### src/rtl/ddr_req_arbiter.sv
// Arbitrates one write client and NUM_RD read clients onto a single DDR command port.
// Optional macro RR_ARB_EN selects round-robin read arbitration (default: fixed priority).
module ddr_req_arbiter #(
  parameter int NUM_RD    = 3,
  parameter int ADDR_W    = 25,
  parameter int DATA_W    = 128,
  parameter int CMD_DEPTH = 16,
  parameter int TAG_DEPTH = 16
) (
  input  logic                     clk_133M,
  input  logic                     rst_133M,
  input  logic                     init_done,
  input  logic                     cmd_busy,
  input  logic                     wr_req,
  input  logic [ADDR_W-1:0]        wr_addr,
  input  logic [DATA_W-1:0]        wr_data,
  output logic                     wr_ack,
  input  logic [NUM_RD-1:0]        rd_req,
  input  logic [NUM_RD*ADDR_W-1:0] rd_addr,
  output logic [NUM_RD-1:0]        rd_ack,
  input  logic                     ddr_data_valid,
  input  logic [DATA_W-1:0]        ddr_rd_data,
  output logic [DATA_W-1:0]        rd_data,
  output logic [NUM_RD-1:0]        rd_data_valid,
  output logic [3:0]               cmd,
  output logic                     cmd_valid,
  output logic [ADDR_W-1:0]        ddr_address,
  output logic [DATA_W-1:0]        ddr_wr_data,
  output logic                     busy,
  output logic                     tag_err
);

  localparam int CAW = $clog2(CMD_DEPTH);
  localparam int TAW = $clog2(TAG_DEPTH);
  localparam int IW  = (NUM_RD > 1) ? $clog2(NUM_RD) : 1;

  logic              cmd_wr_mem   [CMD_DEPTH];
  logic [ADDR_W-1:0] cmd_addr_mem [CMD_DEPTH];
  logic [DATA_W-1:0] cmd_data_mem [CMD_DEPTH];
  logic [CAW-1:0]    cmd_wr_ptr, cmd_rd_ptr;
  logic [CAW:0]      cmd_count;

  logic [IW-1:0]     tag_mem [TAG_DEPTH];
  logic [TAW-1:0]    tag_wr_ptr, tag_rd_ptr;
  logic [TAW:0]      tag_count;

  logic              acc_is_wr;
  logic [ADDR_W-1:0] acc_addr;
  logic [DATA_W-1:0] acc_data;
  logic [IW-1:0]     acc_idx;
  logic              popped_q;

  logic              any_ack, can_acc, acc_wr, acc_rd;
  logic              cmd_full, cmd_empty, tag_full, tag_empty;
  logic              cmd_push, tag_push, issue, tag_pop;
  logic              rd_found;
  logic [IW-1:0]     rd_sel;
  logic [ADDR_W-1:0] sel_addr;

  assign cmd_full  = (cmd_count == (CAW+1)'(CMD_DEPTH));
  assign cmd_empty = (cmd_count == '0);
  assign tag_full  = (tag_count == (TAW+1)'(TAG_DEPTH));
  assign tag_empty = (tag_count == '0);
  assign busy      = (cmd_count >= (CAW+1)'(CMD_DEPTH-2));

  // A raised ack blocks any new acceptance, so the accepted entry is always
  // pushed before fullness is evaluated again.
  assign any_ack  = wr_ack | (|rd_ack);
  assign can_acc  = init_done & ~cmd_full & ~any_ack;
  assign acc_wr   = can_acc & wr_req;
  assign acc_rd   = can_acc & ~wr_req & ~tag_full & rd_found;
  assign cmd_push = any_ack;
  assign tag_push = |rd_ack;
  assign issue    = init_done & ~cmd_busy & ~cmd_valid & ~cmd_empty & ~popped_q;
  assign tag_pop  = ddr_data_valid & ~tag_empty;

`ifdef RR_ARB_EN
  logic [IW-1:0] rr_ptr;

  always_comb begin
    rd_found = 1'b0;
    rd_sel   = '0;
    for (int unsigned i = 0; i < NUM_RD; i++) begin
      if (!rd_found && rd_req[i] && i >= 32'(rr_ptr)) begin
        rd_found = 1'b1;
        rd_sel   = IW'(i);
      end
    end
    // Wrap-around pass covers the clients below the pointer.
    for (int unsigned i = 0; i < NUM_RD; i++) begin
      if (!rd_found && rd_req[i]) begin
        rd_found = 1'b1;
        rd_sel   = IW'(i);
      end
    end
  end

  always_ff @(posedge clk_133M or posedge rst_133M) begin
    if (rst_133M)
      rr_ptr <= '0;
    else if (acc_rd)
      rr_ptr <= (rd_sel == IW'(NUM_RD-1)) ? '0 : rd_sel + IW'(1);
  end
`else
  always_comb begin
    rd_found = 1'b0;
    rd_sel   = '0;
    for (int unsigned i = 0; i < NUM_RD; i++) begin
      if (!rd_found && rd_req[i]) begin
        rd_found = 1'b1;
        rd_sel   = IW'(i);
      end
    end
  end
`endif

  always_comb begin
    sel_addr = '0;
    for (int unsigned i = 0; i < NUM_RD; i++)
      if (rd_sel == IW'(i)) sel_addr = rd_addr[i*ADDR_W +: ADDR_W];
  end

  always_ff @(posedge clk_133M) begin
    if (cmd_push) begin
      cmd_wr_mem[cmd_wr_ptr]   <= acc_is_wr;
      cmd_addr_mem[cmd_wr_ptr] <= acc_addr;
      cmd_data_mem[cmd_wr_ptr] <= acc_data;
    end
    if (tag_push)
      tag_mem[tag_wr_ptr] <= acc_idx;
  end

  always_ff @(posedge clk_133M or posedge rst_133M) begin
    if (rst_133M) begin
      wr_ack        <= 1'b0;
      rd_ack        <= '0;
      acc_is_wr     <= 1'b0;
      acc_addr      <= '0;
      acc_data      <= '0;
      acc_idx       <= '0;
      cmd_wr_ptr    <= '0;
      cmd_rd_ptr    <= '0;
      cmd_count     <= '0;
      tag_wr_ptr    <= '0;
      tag_rd_ptr    <= '0;
      tag_count     <= '0;
      popped_q      <= 1'b0;
      cmd           <= '0;
      cmd_valid     <= 1'b0;
      ddr_address   <= '0;
      ddr_wr_data   <= '0;
      rd_data       <= '0;
      rd_data_valid <= '0;
      tag_err       <= 1'b0;
    end else begin
      wr_ack <= acc_wr;
      rd_ack <= acc_rd ? (NUM_RD'(1) << rd_sel) : '0;
      if (acc_wr) begin
        acc_is_wr <= 1'b1;
        acc_addr  <= wr_addr;
        acc_data  <= wr_data;
      end else if (acc_rd) begin
        acc_is_wr <= 1'b0;
        acc_addr  <= sel_addr;
        acc_data  <= '0;
        acc_idx   <= rd_sel;
      end

      if (cmd_push) cmd_wr_ptr <= cmd_wr_ptr + CAW'(1);
      if (issue)    cmd_rd_ptr <= cmd_rd_ptr + CAW'(1);
      case ({cmd_push, issue})
        2'b10:   cmd_count <= cmd_count + (CAW+1)'(1);
        2'b01:   cmd_count <= cmd_count - (CAW+1)'(1);
        default: cmd_count <= cmd_count;
      endcase

      if (tag_push) tag_wr_ptr <= tag_wr_ptr + TAW'(1);
      if (tag_pop)  tag_rd_ptr <= tag_rd_ptr + TAW'(1);
      case ({tag_push, tag_pop})
        2'b10:   tag_count <= tag_count + (TAW+1)'(1);
        2'b01:   tag_count <= tag_count - (TAW+1)'(1);
        default: tag_count <= tag_count;
      endcase

      popped_q  <= issue;
      cmd_valid <= issue;
      if (issue) begin
        cmd         <= cmd_wr_mem[cmd_rd_ptr] ? 4'b0100 : 4'b0011;
        ddr_address <= cmd_addr_mem[cmd_rd_ptr];
        ddr_wr_data <= cmd_wr_mem[cmd_rd_ptr] ? cmd_data_mem[cmd_rd_ptr] : '0;
      end

      rd_data_valid <= tag_pop ? (NUM_RD'(1) << tag_mem[tag_rd_ptr]) : '0;
      if (tag_pop) rd_data <= ddr_rd_data;
      if (ddr_data_valid && tag_empty) tag_err <= 1'b1;
    end
  end

endmodule

### config.mk
export PLATFORM = sky130hd
export DESIGN_NAME = ddr_req_arbiter
export DESIGN_NICKNAME = d
export VERILOG_FILES = /design/src/rtl/ddr_req_arbiter.sv
export SDC_FILE = /design/constraint.sdc
export NUM_CORES = 2
export LEC_CHECK = 0
export CAP_MARGIN = 20
export CORE_MARGIN = 2
export CORE_UTILIZATION = 55
export DETAILED_ROUTE_END_ITERATION = 12
export HOLD_SLACK_MARGIN = 0.05
export PLACE_DENSITY = 0.85
export SLEW_MARGIN = 20
export SYNTH_ARGS = -nofsm -noshare
export SYNTH_HDL_FRONTEND = slang
export SYNTH_SLANG_ARGS = --single-unit
### constraint.sdc
create_clock -name clk_133M -period 20.2 [get_ports clk_133M]
set_input_delay 3.03 -clock clk_133M [delete_from_list [all_inputs] [get_ports clk_133M]]
set_output_delay 3.03 -clock clk_133M [all_outputs]
set_load 0.02 [all_outputs]
After elaboration in Yosys (flattened, before gate mapping)
Memory sizes are Yosys's and may differ from the RTL's. A register that Yosys moved wholly into a read port is not among the register bits.
Cells that the tools add are included.
{"block": "classes", "bitwise": 21, "n_eq_ne": 8, "reduce_logical": 13, "magnitude_cmp": 1, "shift": 2, "muxes": 24, "n_addsub": 8}
{"cell": "$mux W128", "count": 3}
{"cell": "$mux W25", "count": 5}
{"cell": "$pmux W5 S2", "count": 2}
{"cell": "$add A4 B1 Y4 const B", "count": 4}
{"cell": "$and A1 B1 Y1", "count": 11}
{"cell": "$add A5 B1 Y5 const B", "count": 2}
{"cell": "$eq A5 B5 Y1 const B", "count": 2}
{"cell": "$logic_not A5 Y1", "count": 2}
{"cell": "$mux W1", "count": 10}
{"cell": "$sub A5 B1 Y5 const B", "count": 2}
{"cell": "$mux W3", "count": 3}
{"cell": "$not A1 Y1", "count": 9}
{"cell": "$eq A2 B1 Y1 const B", "count": 3}
{"cell": "$eq A2 B2 Y1 const B", "count": 3}
{"cell": "$reduce_bool A2 Y1", "count": 3}
{"cell": "$shl A1 B2 Y3 const A", "count": 2}
{"cell": "$ge A5 B4 Y1 const B", "count": 1}
{"cell": "$logic_and A1 B1 Y1", "count": 3}
{"cell": "$reduce_or A3 Y1", "count": 1}
{"cell": "$logic_not A1 Y1", "count": 2}
{"cell": "$logic_not A2 Y1", "count": 1}
{"cell": "$mux W2", "count": 1}
{"cell": "$reduce_and A2 Y1", "count": 1}
{"cell": "$or A1 B1 Y1", "count": 1}
{"block": "word_totals", "in_bits": 365, "n_memories": 4, "ramBits": 2496, "output_inout_bits": 295, "reg_bits": 451}
{"name": "cmd_data_mem", "words": 16, "word_bits": 128, "rd": 1, "rd_clocked_by_memory_dff": 0, "wr": 1, "line": "39", "source": "logic [DATA_W-1:0] cmd_data_mem [CMD_DEPTH];"}
{"name": "cmd_addr_mem", "words": 16, "word_bits": 25, "rd": 1, "rd_clocked_by_memory_dff": 1, "wr": 1, "line": "38", "source": "logic [ADDR_W-1:0] cmd_addr_mem [CMD_DEPTH];"}
{"name": "tag_mem", "words": 16, "word_bits": 2, "rd": 1, "rd_clocked_by_memory_dff": 0, "wr": 1, "line": "43", "source": "logic [IW-1:0] tag_mem [TAG_DEPTH];"}
{"name": "cmd_wr_mem", "words": 16, "word_bits": 1, "rd": 1, "rd_clocked_by_memory_dff": 0, "wr": 1, "line": "37", "source": "logic cmd_wr_mem [CMD_DEPTH];"}

Logic depth before layout (Yosys ltp)
{"block": "depth", "word_depth": 13, "mapped_depth": 11, "mapped_depth_nobuf": 10}

Worst setup path after synthesis
OpenSTA, ideal clock, no wires.
{"block": "synth_path", "path_type": "reg-to-reg", "start": "reg rd_ack[0]", "end": "mem cmd_addr_mem[3][0], enable pin", "synth_period_minus_slack_ps": 12176, "slack_ps": 8024, "setup_time_ps": 856, "n_path_buf": 1, "path_stages_with_launch": 5, "arrival_time_ps": 11320, "path_cell_list": "dfrtp_1 -> or4_1 -> buf_2 -> nand2_1 -> nor3_1"}
{"block": "synth_between", "elab_chain_cells": 4}
{"item": "from (decl)", "line": "20", "source": "output logic [NUM_RD-1:0] rd_ack,"}
{"item": "from (signal assigned)", "line": "157", "source": "rd_ack <= acc_rd ? (NUM_RD'(1) << rd_sel) : '0;"}
{"item": "$reduce_or A3 Y1", "line": "68", "source": "assign any_ack = wr_ack | (|rd_ack);"}
{"item": "$or A1 B1 Y1", "line": "68"}
{"item": "$mux W1", "line": "124", "source": "if (cmd_push) begin"}
{"item": "$mux W1 (not written as such)", "line": "126", "source": "cmd_addr_mem[cmd_wr_ptr] <= acc_addr;"}
{"item": "to (decl)", "line": "38"}
No other way between the ends.

==> results.toml <==
[outcome]
status = "completed"

[global_routing]
antenna_found_initial = 12
overflow = 0
track_usage = 0.297
grt_first_pass_wirelength_um = 436000
grt_pass1_vias = 61900
grt_max_degree = 165

[finish]
fin_cells = 9041
syn2layout_area_growth_pct = 17.4
final_common_cell = "edfxtp_1"
final_area_um2 = 131000
layout-drive-gt1-share = 0.187
nNetsFinal = 6520
final_cell_mix = "edfxtp_1 (2496), clkdlybuf4s50_1 (658), mux4_2 (620)"

[die]
die_h_um = 454
start_util = 0.552
die_area_um2 = 206000
rows = 165
io_pins = 660
core_um2 = 201000
die_w_um = 454

[worst_setup_path]
crit_family = "buffers and inverters"
path_class = "primary input to asynchronous set/reset pin"
cp_num_buf_inv = 6
worstSetupEndpointType = "asynchronous set/reset pin"
crit_arrival_ns = 7.33
max_stage_delay_ns = 0.82
cpMostUsedCell = "buf_4"
crit_chain = "clkdlybuf4s50_1, inv_8, buf_12, buf_4, buf_4, buf_4"
cp.required_ns = 21.19
crit_fanout = 129
critPathLaunchType = "primary input"
worst_path_max_delay_cell = "buf_4"

[place]
globalplace.congestion = 0.948
dpl.cell_count = 8501
hpwl_um = 155000
io_buffers = 658
placed_area_um2 = 121000

[drt]
via_per_inst = 6.57
dr_total_vias = 59400
ant_nets = 0
drtPass1Iterations = 6
routed_wl_um = 305000
wl_per_cell_um = 33.7
drcViolationCount = 0
drtIter0Drc = 7599

[power_and_ir_drop]
powerDensity_nw_per_um2 = 146
p_leak_nw = 44.6
ir_drop_mv = 0.119
power_mw = 19.1

[sta]
setup_viol = 0
skew_ns = 0.0861
finalCritPeriodShare = 0.314
max_slew_margin = 0.193
tightest_slew_ns = 1.21
max_freq_ghz = 0.158
layout_min_cycle_time_ns = 6.34
hold_violations = 0
grt_setup_unrepaired = "no"
slew_violations = 0
finalSetupTns_ns = 0

[synthesis]
yosysSeqAreaShare = 0.781
ys_types = 47
yosys_warnings = 0
synthesis.instances = 5401
synth_top_area_cell = "edfxtp_1"
syn_area_um2 = 111000
synth-seq-cells = 2970
netlist.area_leader.share = 0.674
avgSynthCellArea_um2 = 20.6
yosys-top-cells-area = "edfxtp_1 (67%), mux4_2 (13%), dfrtp_1 (11%)"
syn_nets = 5786

[clock_tree]
root_buffer = "clkbuf_16"
cts_made_buffers = 304
cts_resized = 0
holdBufCountCts = 0
cts_setup_buffers = 0
insertion_delay_ns = 0.98
htree_levels = 5
cts.sinks = 2970
cts_tree = "done"
clk_pin_slew_worst_paths_ns = 0.06
cts_max_path_buffers = 4

[job]
drv_cap = 0

[hold_path]
hold_class = "flip-flop to flip-flop"
==> sequential cells by signal, indices dropped and copies added, names as in the netlist, 2 cells and up <==
register and cells:
cmd_count 5, acc_addr 25, tag_wr_ptr 4, tag_mem 32, cmd 2, cmd_data_mem 2048
rd_data_valid 3, cmd_wr_ptr 4, rd_ack 3, acc_data 128, cmd_addr_mem 400, rd_data 128
cmd_wr_mem 16, ddr_address 25, ddr_wr_data 128, acc_idx 2, cmd_rd_ptr 4, tag_rd_ptr 4
tag_count 5
==> stage by stage <==
step	hold slack [ns]	utilization	setup WS [ns]
detailed placement	0.462	0.600	12.72
finish	0.469	0.648	13.86
global route	0.489	0.648	13.31
global placement	0.457	0.600	12.82
CTS	0.476	0.648	13.72
floorplan	0.495	-	3.95
==> cells by family (layout without fill, tap and decap cells) <==
family          Yosys count  in the layout  share of synthesized area
flops                  2970           2970                      0.781
compound gates          697            697                     0.0486
simple gates            692            692                     0.0242
xor+xnor                 22             22                    0.00173
buf+inv                 340           1299                     0.0133
other cells               1             10                  0.0000337
fa+ha+maj                20             20                    0.00239
mux                     659            659                      0.129
==> worst paths after layout <==
path / from / end / slack [ns] / cells past startpoint
min in group asynchronous: rst_133M / rd_data[26]$_DFFE_PP0P_ / 2.70 / 2
hold reg to reg: rd_data[105]$_DFFE_PP0P_ / rd_data[105]$_DFFE_PP0P_ / 0.47 / 2
setup reg to reg: cmd_rd_ptr[1]$_DFFE_PP0P_ / ddr_wr_data[52]$_DFFE_PP0P_ / 15.48 / 7
max in group clk_133M: cmd_busy / ddr_wr_data[37]$_DFFE_PP0P_ / 14.17 / 10
hold / removal: rd_data[105]$_DFFE_PP0P_ / rd_data[105]$_DFFE_PP0P_ / 0.47 / 2
setup / recovery: rst_133M / acc_data[74]$_DFFE_PP0P_ / 13.86 / 6
==> area by class of cell <==
cell class | count | area (um2)
fillers | 12600 | 71000
multi-input cells | 2091 | 23100
inverters | 11 | 55.1
clock inverters | 132 | 1330
flip-flops and latches | 2970 | 86800
diodes | 9 | 22.5
clock buffers | 399 | 8350
well taps | 2672 | 3340
repair buffers | 757 | 7500
==> Yosys cell counts, drive strengths merged <==
cell and count:
nand4 5, nand3b 2, nand2 591, ha 18, nor3b 1, o211ai 26, nor2 60, and2 2
conb 1, dfrtp 474, or4 3, mux2 3, a22oi 257, clkbuf 149, o311ai 1, nor2b 6
nand3 3, o21ai 36, a21o 7, nor4 2, a31o 1, and3 2, nand2b 4, or3 1
o21a 1, xor2 6, mux4 620, a211oi 2, fa 2, a22o 281, inv 11, xnor2 16
nor3 10, a21oi 59, o21ba 1, a221oi 25, edfxtp 2496, mux2i 36, buf 180
==> where the power goes <==
group	internal (mW)	total, mW	switching, mW
Sequential	7.83	8.67	0.848
Clock	3.22	5.54	2.32
Combinational	2.14	4.83	2.70
==> layer usage <==
layer,global-route usage,share of wire
met1,0.387,0.35
met2,0.492,0.50
met3,0.0593,0.10
met4,0.127,0.046
met5,0,0.00022
==> tightest hold or removal path: cells and delay by family (launching register included) <==
family	cells	cell delay [ns]
AND/OR/NAND/NOR	2	0.10
flip-flops	1	0.33
No activity file was read; power rests on OpenSTA's default activity.
